[src/rtl/pcie_link_sequencer_if.sv]
// rtl/pcie_link_sequencer_if.sv - platform-side bundle between pcie_link_sequencer and the platform layer
//
// Signals:
//   enable      level; 0 parks the sequencer in ST_RESET
//   restart     single-cycle pulse; restarts bring-up from any state
//   pll_lock    endpoint PLL locked
//   link_up     endpoint data link layer up
//   core_rst_n  active-low reset to the endpoint core
//   clk_gate    user clock enable
//   link_ready  link usable
//   link_fail   bring-up exhausted its retries
//   retry_cnt   failed attempts in the current sequence
//   state       0 ST_RESET, 1 ST_LOCK, 2 ST_TRAIN, 3 ST_UP, 4 ST_FAIL
// Modports: master = sequencer side, slave = platform/endpoint side.

interface pcie_link_sequencer_if #(
    parameter int RETRY_W = 4
);
    logic               enable;
    logic               restart;
    logic               pll_lock;
    logic               link_up;
    logic               core_rst_n;
    logic               clk_gate;
    logic               link_ready;
    logic               link_fail;
    logic [RETRY_W-1:0] retry_cnt;
    logic [2:0]         state;

    modport master (
        input  enable, restart, pll_lock, link_up,
        output core_rst_n, clk_gate, link_ready, link_fail, retry_cnt, state
    );

    modport slave (
        output enable, restart, pll_lock, link_up,
        input  core_rst_n, clk_gate, link_ready, link_fail, retry_cnt, state
    );
endinterface

[src/rtl/pcie_link_sequencer.sv]
// rtl/pcie_link_sequencer.sv - PCIe endpoint bring-up/recovery sequencer with bounded retries
//
// Ports:
//   CLK  sole clock
//   RST  synchronous active-high reset
//   sq   pcie_link_sequencer_if.master (enable/restart/pll_lock/link_up in;
//        core_rst_n/clk_gate/link_ready/link_fail/retry_cnt/state out)
// Every output is registered and derived from the state being entered, so it
// changes on the same edge as the state.
// Optional feature macro: PCIE_LINKDOWN_DEBOUNCE_EN (link_up must stay low for
// DEBOUNCE_CYCLES consecutive cycles in ST_UP before the link counts as lost).

module pcie_link_sequencer #(
    parameter int RESET_CYCLES    = 64,
    parameter int LINK_TIMEOUT    = 1000000,
    parameter int MAX_RETRIES     = 3,
    parameter int RETRY_W         = 4,
    parameter int CNT_W           = 20,
    parameter int DEBOUNCE_CYCLES = 16
) (
    input  logic                  CLK,
    input  logic                  RST,
    pcie_link_sequencer_if.master sq
);

    // Parameter sanity, evaluated at elaboration only.
    if (RESET_CYCLES < 1) begin : g_bad_reset_cycles
        $error("RESET_CYCLES must be at least 1");
    end
    if (LINK_TIMEOUT < 2) begin : g_bad_link_timeout
        $error("LINK_TIMEOUT must be at least 2");
    end
    if (longint'(MAX_RETRIES) >= (longint'(1) << RETRY_W)) begin : g_bad_retries
        $error("MAX_RETRIES does not fit in RETRY_W bits");
    end
    if ((longint'(LINK_TIMEOUT - 1) >= (longint'(1) << CNT_W)) ||
        (longint'(RESET_CYCLES - 1) >= (longint'(1) << CNT_W))) begin : g_bad_cnt_w
        $error("CNT_W too narrow for RESET_CYCLES/LINK_TIMEOUT");
    end
    if (DEBOUNCE_CYCLES < 1) begin : g_bad_debounce
        $error("DEBOUNCE_CYCLES must be at least 1");
    end

    typedef enum logic [2:0] {
        ST_RESET = 3'd0,
        ST_LOCK  = 3'd1,
        ST_TRAIN = 3'd2,
        ST_UP    = 3'd3,
        ST_FAIL  = 3'd4
    } state_t;

    localparam logic [CNT_W-1:0]   RESET_LAST   = CNT_W'(RESET_CYCLES - 1);
    localparam logic [CNT_W-1:0]   TIMEOUT_LAST = CNT_W'(LINK_TIMEOUT - 1);
    localparam logic [RETRY_W-1:0] RETRY_LIMIT  = RETRY_W'(MAX_RETRIES);

    state_t             state_q, state_d;
    logic [CNT_W-1:0]   cnt_q, cnt_d;
    logic [RETRY_W-1:0] retry_q, retry_d;
    logic               core_rst_n_q, core_rst_n_d;
    logic               clk_gate_q, clk_gate_d;
    logic               link_ready_q, link_ready_d;
    logic               link_fail_q, link_fail_d;
    logic               fail_attempt;

`ifdef PCIE_LINKDOWN_DEBOUNCE_EN
    localparam int             DEB_W    = $clog2(DEBOUNCE_CYCLES + 1);
    localparam logic [DEB_W-1:0] DEB_LAST = DEB_W'(DEBOUNCE_CYCLES - 1);
    logic [DEB_W-1:0] deb_q, deb_d;
`endif

    always_ff @(posedge CLK) begin
        if (RST) begin
            state_q      <= ST_RESET;
            cnt_q        <= '0;
            retry_q      <= '0;
            core_rst_n_q <= 1'b0;
            clk_gate_q   <= 1'b0;
            link_ready_q <= 1'b0;
            link_fail_q  <= 1'b0;
`ifdef PCIE_LINKDOWN_DEBOUNCE_EN
            deb_q        <= '0;
`endif
        end else begin
            state_q      <= state_d;
            cnt_q        <= cnt_d;
            retry_q      <= retry_d;
            core_rst_n_q <= core_rst_n_d;
            clk_gate_q   <= clk_gate_d;
            link_ready_q <= link_ready_d;
            link_fail_q  <= link_fail_d;
`ifdef PCIE_LINKDOWN_DEBOUNCE_EN
            deb_q        <= deb_d;
`endif
        end
    end

    always_comb begin
        state_d      = state_q;
        cnt_d        = cnt_q;
        retry_d      = retry_q;
        fail_attempt = 1'b0;
`ifdef PCIE_LINKDOWN_DEBOUNCE_EN
        // Debounce count only survives while ST_UP keeps seeing link_up low.
        deb_d        = '0;
`endif

        if (sq.restart) begin
            state_d = ST_RESET;
            cnt_d   = '0;
            retry_d = '0;
        end else if (!sq.enable && (state_q != ST_FAIL)) begin
            state_d = ST_RESET;
            cnt_d   = '0;
            retry_d = '0;
        end else begin
            unique case (state_q)
                ST_RESET: begin
                    if (cnt_q == RESET_LAST) begin
                        state_d = ST_LOCK;
                        cnt_d   = '0;
                    end else begin
                        cnt_d = cnt_q + CNT_W'(1);
                    end
                end
                ST_LOCK: begin
                    if (sq.pll_lock) begin
                        state_d = ST_TRAIN;
                        cnt_d   = '0;
                    end else if (cnt_q == TIMEOUT_LAST) begin
                        fail_attempt = 1'b1;
                    end else begin
                        cnt_d = cnt_q + CNT_W'(1);
                    end
                end
                ST_TRAIN: begin
                    // link_up is checked first so a link arriving on the
                    // timeout cycle is still accepted.
                    if (sq.link_up) begin
                        state_d = ST_UP;
                        cnt_d   = '0;
                    end else if (!sq.pll_lock) begin
                        // Lost lock is not the endpoint's fault: redo the
                        // attempt without consuming a retry.
                        state_d = ST_RESET;
                        cnt_d   = '0;
                    end else if (cnt_q == TIMEOUT_LAST) begin
                        fail_attempt = 1'b1;
                    end else begin
                        cnt_d = cnt_q + CNT_W'(1);
                    end
                end
                ST_UP: begin
                    if (!sq.pll_lock) begin
                        state_d = ST_RESET;
                        cnt_d   = '0;
                        retry_d = '0;
                    end else begin
`ifdef PCIE_LINKDOWN_DEBOUNCE_EN
                        if (!sq.link_up) begin
                            if (deb_q == DEB_LAST) begin
                                state_d = ST_RESET;
                                cnt_d   = '0;
                                retry_d = '0;
                            end else begin
                                deb_d = deb_q + DEB_W'(1);
                            end
                        end
`else
                        if (!sq.link_up) begin
                            state_d = ST_RESET;
                            cnt_d   = '0;
                            retry_d = '0;
                        end
`endif
                    end
                end
                ST_FAIL: begin
                    state_d = ST_FAIL;
                end
                default: begin
                    state_d = ST_RESET;
                    cnt_d   = '0;
                    retry_d = '0;
                end
            endcase

            if (fail_attempt) begin
                cnt_d = '0;
                if (retry_q == RETRY_LIMIT) begin
                    state_d = ST_FAIL;
                end else begin
                    retry_d = retry_q + RETRY_W'(1);
                    state_d = ST_RESET;
                end
            end
        end

        // Outputs follow the state being entered so they land on the same edge.
        core_rst_n_d = (state_d == ST_TRAIN) || (state_d == ST_UP);
        clk_gate_d   = (state_d == ST_UP);
        link_ready_d = (state_d == ST_UP);
        link_fail_d  = (state_d == ST_FAIL);
    end

    assign sq.core_rst_n = core_rst_n_q;
    assign sq.clk_gate   = clk_gate_q;
    assign sq.link_ready = link_ready_q;
    assign sq.link_fail  = link_fail_q;
    assign sq.retry_cnt  = retry_q;
    assign sq.state      = state_q;

endmodule

[src/flat_wrapper.sv]
// flat-port wrapper written by rule: the top's interface ports become plain ports
module pcie_link_sequencer_flat 
#(
    parameter int RESET_CYCLES    = 64,
    parameter int LINK_TIMEOUT    = 1000000,
    parameter int MAX_RETRIES     = 3,
    parameter int RETRY_W         = 4,
    parameter int CNT_W           = 20,
    parameter int DEBOUNCE_CYCLES = 16
)
  (CLK, RST, sq_enable, sq_restart, sq_pll_lock, sq_link_up, sq_core_rst_n, sq_clk_gate, sq_link_ready, sq_link_fail, sq_retry_cnt, sq_state);
  pcie_link_sequencer_if #(.RETRY_W(RETRY_W)) sq_i ();
  input  logic CLK;
  input  logic RST;
  input wire logic [$bits(sq_i.enable)-1:0] sq_enable;
  input wire logic [$bits(sq_i.restart)-1:0] sq_restart;
  input wire logic [$bits(sq_i.pll_lock)-1:0] sq_pll_lock;
  input wire logic [$bits(sq_i.link_up)-1:0] sq_link_up;
  output wire logic [$bits(sq_i.core_rst_n)-1:0] sq_core_rst_n;
  output wire logic [$bits(sq_i.clk_gate)-1:0] sq_clk_gate;
  output wire logic [$bits(sq_i.link_ready)-1:0] sq_link_ready;
  output wire logic [$bits(sq_i.link_fail)-1:0] sq_link_fail;
  output wire logic [$bits(sq_i.retry_cnt)-1:0] sq_retry_cnt;
  output wire logic [$bits(sq_i.state)-1:0] sq_state;
  assign sq_i.enable = sq_enable;
  assign sq_i.restart = sq_restart;
  assign sq_i.pll_lock = sq_pll_lock;
  assign sq_i.link_up = sq_link_up;
  assign sq_core_rst_n = sq_i.core_rst_n;
  assign sq_clk_gate = sq_i.clk_gate;
  assign sq_link_ready = sq_i.link_ready;
  assign sq_link_fail = sq_i.link_fail;
  assign sq_retry_cnt = sq_i.retry_cnt;
  assign sq_state = sq_i.state;
  pcie_link_sequencer #(.RESET_CYCLES(RESET_CYCLES), .LINK_TIMEOUT(LINK_TIMEOUT), .MAX_RETRIES(MAX_RETRIES), .RETRY_W(RETRY_W), .CNT_W(CNT_W), .DEBOUNCE_CYCLES(DEBOUNCE_CYCLES)) u_core (.CLK(CLK), .RST(RST), .sq(sq_i));
endmodule
[config.mk]
export PLATFORM = sky130hd
export DESIGN_NAME = pcie_link_sequencer_flat
export DESIGN_NICKNAME = d
export VERILOG_FILES = /design/src/rtl/pcie_link_sequencer_if.sv /design/src/rtl/pcie_link_sequencer.sv /design/src/flat_wrapper.sv
export SDC_FILE = /design/constraint.sdc
export NUM_CORES = 1
export LEC_CHECK = 0
export CAP_MARGIN = 15
export CORE_AREA = 2 2 76 78
export DETAILED_ROUTE_END_ITERATION = 8
export DIE_AREA = 0 0 78 80
export PLACE_DENSITY_LB_ADDON = 0.2
export SYNTH_ARGS = -nofsm -noshare
export SYNTH_HDL_FRONTEND = slang
export SYNTH_SLANG_ARGS = --single-unit
[constraint.sdc]
create_clock -name CLK -period 2.7 [get_ports CLK]
set_input_delay 0.54 -clock CLK [delete_from_list [all_inputs] [get_ports CLK]]
set_output_delay 0.54 -clock CLK [all_outputs]
set_load 0.1 [all_outputs]
==> results of run 1 <==
cells by family after synthesis:
logic type / share of synthesized area (%)
buf+inv: 6.17
simple gates: 30.7
fa+ha+maj: 1.37
compound gates: 28.9
flops: 32.9
through the flow:
stage | util (%) | power (uW) | hold WS [ns] | cells
5_1_grt | 40.3 | 862 | 0.536 | 317
4_1_cts | 40.3 | 844 | 0.505 | 317
3_3_place_gp | 38.8 | 484 | 0.483 | 311
6_report | 40.3 | 832 | 0.503 | 317
2_1_floorplan | - | 467 | 0.457 | 220
3_5_place_dp | 38.8 | 484 | 0.495 | 311
flip-flops by register name, indices dropped and copies added (netlist names):
name and cells:
u_core.cnt_q 20, u_core.sq.retry_cnt 4, u_core.sq.state 3, u_core.sq.clk_gate 1, u_core.sq.core_rst_n 1, u_core.sq.link_fail 1
power breakdown:
group,internal [uW],switching [uW]
clock network,196,161
registers,443,0.864
logic,15.6,14.8
worst paths after layout:
kind	to	slack [ns]	from	cells past startpoint
max	u_core.sq.retry_cnt[0]	0.37	sq_pll_lock	7
min reg2reg	u_core.cnt_q[0]	0.50	u_core.cnt_q[0]	2
max reg2reg	u_core.sq.clk_gate	0.38	u_core.cnt_q[12]	5
min	u_core.cnt_q[0]	0.50	u_core.cnt_q[0]	2
cell type report:
cell class | instances | area [sq um] | area share, %
inverter | 5 | 18.8 | 0.862
timing repair buffer | 33 | 273 | 12.5
multi-input combinational | 171 | 1110 | 51.0
sequential | 30 | 602 | 27.6
tap | 72 | 90.1 | 4.14
clock buffer | 6 | 82.6 | 3.79
tightest hold or removal path, delay by kind of cell (launching register included):
family	cells	cell delay, ns
DFF	1	0.34
and+or+nand+nor	1	0.07
AOI/OAI and AO/OA	1	0.05
placed cells by master, fill, tap and decap left out, types with 2 or more instances in the layout:
cell type / count
and3_1: 2
nand4_1: 6
nand4b_1: 2
buf_4: 27
a31oi_1: 7
or4_1: 2
nor3b_1: 3
dfxtp_1: 29
nand2_1: 22
a311oi_1: 7
nor4_1: 3
a2111oi_0: 2
nand3_1: 10
nor2_1: 13
o21ai_0: 10
a21oi_1: 20
a21o_2: 2
ha_1: 2
clkbuf_8: 6
and2_1: 2
o311a_1: 2
o31ai_1: 2
nand2b_1: 3
nor3_1: 5
nand3b_1: 2
o211ai_1: 4
or2_2: 3
inv_1: 5
or3_1: 4
a211oi_1: 4
clkdlybuf4s50_1: 5
metal layers:
metal / vias up / GRT usage (%) / wire [um]
li1: 903 / - / -
met1: 840 / 22.1 / 2390
met2: 18 / 24.3 / 2050
met3: 2 / 2.38 / 91
met4: 0 / 4.74 / 27
met5: - / 0 / 0
==> results.toml, run 1 <==
[clock_network]
ctsResizeCount = 0
cts-root-buf = "clkbuf_8"
clkSlewWorstSetupHoldPaths_ns = 0.06
cts.sinks = 30
cts_buffers = 5
htreeDepth = 2
clockBufferDepth = 2
cts_tree = "done"
postCtsSetupBuffers = 0
worstSkewPairLatency_ns = 0.27
cts_hold_buf = 0

[critical_path]
worstSetupPathType = "in2reg"
critical-path-top-delay-family = "simple AND/OR/NAND/NOR gates"
crit_chain = "clkdlybuf4s50_1 > or3b_4 > a2111oi_2 > buf_4 > nand2_4 > or3_1 > a21oi_1"
cp_slowest_cell = "clkdlybuf4s50_1"
end_kind = "flop"
crit_buf_inv = 2
cp_data_arrival_time_ns = 2.53
startpoint_type = "input port"
cpPeakStageDelay_ns = 0.48
cp.required_ns = 2.90
critPathMaxFanout = 9

[sta]
slew_violations = 0
setup_ws_ns = 0.370
fmax_ghz = 0.429
setup-violations-final = 0
skew_ns = 0.00673
finalHoldViolCount = 0
post-route-period-util_pct = 86.3
finalSetupTns_ns = 0
tightest_slew_ns = 0.866
slew_headroom_pct = 41.4
fin_crit_ns = 2.33
rsz0062_at_grt = "false"

[synthesis]
synth.area.top_cells = "dfxtp_1 33%, a21oi_1 5.5%, nand2_1 4.5%"
ys_seq_elements = 30
yosysWarningCount = 0
yosys.area.top_type = "dfxtp_1"
synth_edf_count = 0
syn_inst = 220
yosys.area.top_type_share_pct = 32.9
ys_seq_area_share_pct = 32.9
synth.avg_cell_area_sq_um = 8.29
ys_types = 61
ys_async_sr_fraction_pct = 0
synth_nets = 228
synth_common_cells = "30 x dfxtp_1, 22 x nand2_1, 20 x a21oi_1, 13 x nor2_1"
synth_ff_type = "dfxtp_1"
syn_area_sq_um = 1820
yosysMostFrequentCell = "dfxtp_1"

[placed_design]
io_buffers = 16
post-dp-hpwl_mm = 3.28
placed_area_sq_um = 2090
gp_congestion = 0.800
pre_cts_ws_ns = 0.0860

[floorplan]
initial_core_util_pct = 33.8
io_pins = 17
die-width_um = 78
die-area_sq_um = 6240
die_y_um = 80
rows = 27
core_area_sq_um = 5410

[routing]
drc = 0
wl_per_cell_um = 14.4
drt_iter0_markers = 79
drtPass1Iterations = 4
routed_via_density = 5.56
ant_nets = 0
vias = 1763
routed_wl_mm = 4.56

[min_path]
hp-class = "reg2reg"

[final_layout]
areaGrowthSynthToFinish_pct = 19.3
fin_area_sq_um = 2180
num_antenna_cells = 0
drive_gt1_share_pct = 21.2
fillers = 576
finalNetCount = 254

[grt]
grt_max_degree = 15
grt_pass1_vias = 1577
grtUsageTotal_pct = 15.6
grt_pass1_wl_mm = 7.71
grt.overflow.total = 0
grt_antenna_before_repair = 0

[power]
power_density_nw_per_um2 = 382
p_leak_uw = 0.000736
max-vdd-ir-drop_mv = 0.237

[run_status]
status = "finished clean"

[run]
cap_viol_max_count = 0
No activity file was read; power rests on OpenSTA's default activity.
==> inputs of run 2 (changes only) <==
--- a/config.mk
+++ b/config.mk
@@ -9,6 +9,7 @@
 export CORE_AREA = 2 2 76 78
 export DETAILED_ROUTE_END_ITERATION = 8
 export DIE_AREA = 0 0 78 80
+export GPL_TIMING_DRIVEN = 0
 export PLACE_DENSITY_LB_ADDON = 0.2
 export SYNTH_ARGS = -nofsm -noshare
 export SYNTH_HDL_FRONTEND = slang
==> results.toml, run 2 (synthesized netlist as in run 1, its figures left out) <==
[run_status]
status = "finished clean"

[clock_network]
cts_tree = "done"
clockBufferDepth = 2
htreeDepth = 2
cts_hold_buf = 0
clkSlewWorstSetupHoldPaths_ns = 0.06
cts-root-buf = "clkbuf_8"
worstSkewPairLatency_ns = 0.28
cts.sinks = 30
cts_buffers = 5

[critical_path]
crit_chain = "clkdlybuf4s50_1 > nand4bb_4 > a2111oi_4 > a21o_2 > buf_2 > buf_2 > nor3_1"
r2r.worst_path.cells = 7
end_kind = "flop"
cp_data_arrival_time_ns = 2.67
startpoint_type = "input port"
r2r-start = "u_core.cnt_q[12]"
worstReg2RegEnd = "u_core.cnt_q[3]"
crit_end = "u_core.cnt_q[3]"
critPathMaxFanout = 10
path_common_cell = "buf_2"
cpPeakStageDelay_ns = 0.55
cp_slowest_cell = "a2111oi_4"
setup.worst_path.start = "sq_link_up"
worstSetupPathType = "in2reg"
cp.required_ns = 2.87
r2r_setup_slack_ns = 0.23

[floorplan]
die-area_sq_um = 6240
io_pins = 17
rows = 27
die-width_um = 78
die_y_um = 80
core_area_sq_um = 5410
initial_core_util_pct = 33.8

[final_layout]
layout_common_cells = "29 x dfxtp_1, 22 x nand2_1, 20 x a21oi_1"
mostFrequentLayoutCell = "dfxtp_1"
drive_gt1_share_pct = 15.0
fillers = 570
areaGrowthSynthToFinish_pct = 20.1
top_register = "u_core.cnt_q"
regArea_sq_um = 602
largest_reg_flops = 20
multiInputGateArea_sq_um = 1130
finalNetCount = 254
num_antenna_cells = 0

[power]
p_total_uw = 810
max-vdd-ir-drop_mv = 0.150
power_density_nw_per_um2 = 370
p_leak_uw = 0.000691

[sta]
setup-violations-final = 0
slew_headroom_pct = 28.1
setup_ws_ns = 0.197
fin_crit_ns = 2.50
skew_ns = 0.00360
fmax_ghz = 0.400
rsz0062_at_grt = "false"
tightest_slew_ns = 1.06
post-route-period-util_pct = 92.7
slew_violations = 0
finalHoldViolCount = 0
finalSetupTns_ns = 0

[placed_design]
io_buffers = 15
gp_congestion = 0.835
pre_cts_ws_ns = -0.296
post-dp-hpwl_mm = 3.27

[routing]
ant_nets = 0
routed_via_density = 5.65
vias = 1797
routed_wl_mm = 4.73
wl_per_cell_um = 14.9
drc = 0
drtPass1Iterations = 4
drt_iter0_markers = 125

[grt]
grt_pass1_vias = 1554
grt_antenna_before_repair = 0
grt_pass1_wl_mm = 7.78
grtUsageTotal_pct = 16.0
grt_max_degree = 11
grt.overflow.total = 0

[min_path]
hold_start = "u_core.cnt_q[10]"
hp-class = "reg2reg"

[run]
cap_viol_max_count = 0
run 2: cell types whose count changed in the layout (fill, tap and decap cells not counted):
cell	previous run	this run
buf_2	0	4
clkdlybuf4s50_1	5	15
a2111oi_2	1	0
buf_4	27	5
a221oi_2	0	1
a221oi_1	1	0
buf_6	0	3
a2111oi_4	0	1
buf_12	1	0
buf_1	0	1
clkbuf_1	0	6
run 2: power breakdown:
part / switching (uW) / internal [uW] / total (uW)
sequential: 0.909 / 443 / 444
combinational: 14.7 / 10.9 / 25.7
clock: 163 / 177 / 340
run 2: cell type report:
type / count / area share [%]
multi-input combinational: 171 / 51.6
sequential: 30 / 27.5
timing repair buffer: 19 / 8.22
buffer: 14 / 4.28
tap: 72 / 4.11
clock buffer: 7 / 3.48
inverter: 5 / 0.857
run 2: metrics by stage:
| step | hold slack [ns] | util (%) | cells | area (sq um) |
|---|---|---|---|---|
| 3_5_place_dp | 0.494 | 38.2 | 307 | 2070 |
| 4_1_cts | 0.504 | 39.6 | 314 | 2140 |
| 3_3_place_gp | 0.491 | 38.2 | 307 | 2070 |
| 5_1_grt | 0.533 | 40.5 | 318 | 2190 |
| 6_report | 0.505 | 40.5 | 318 | 2190 |
| 2_1_floorplan | 0.457 | - | 220 | 1830 |
run 2: routing by layer:
layer	share of wire, %	wire, um	GRT usage, %	vias to the layer above
met5	0	0	0	-
met4	1.8	87	6.32	0
met3	4.6	217	3.73	9
met2	45	2130	25.0	34
met1	49	2290	21.3	849
li1	-	-	-	905
run 2: worst min path at each step:
stage                       end  depth (start not counted)
2_1_floorplan   u_core.cnt_q[6]                          1
3_3_place_gp    u_core.cnt_q[0]                          2
3_5_place_dp    u_core.cnt_q[5]                          2
4_1_cts         u_core.cnt_q[5]                          2
5_1_grt         u_core.cnt_q[5]                          2
6_report       u_core.cnt_q[10]                          2
run 2: worst max-delay path, delay by kind of cell:
| family | cells | cell delay (ns) |
|---|---|---|
| compound gates | 2 | 0.75 |
| buf+inv | 3 | 0.99 |
| simple gates | 2 | 0.39 |
run 2: timing repair:
item                                   in CTS  in global routing
endpoints found under the hold margin       0                  0
buffers inserted                            0                  4
resized for setup                           0                  2
setup endpoints to repair                   0                 12
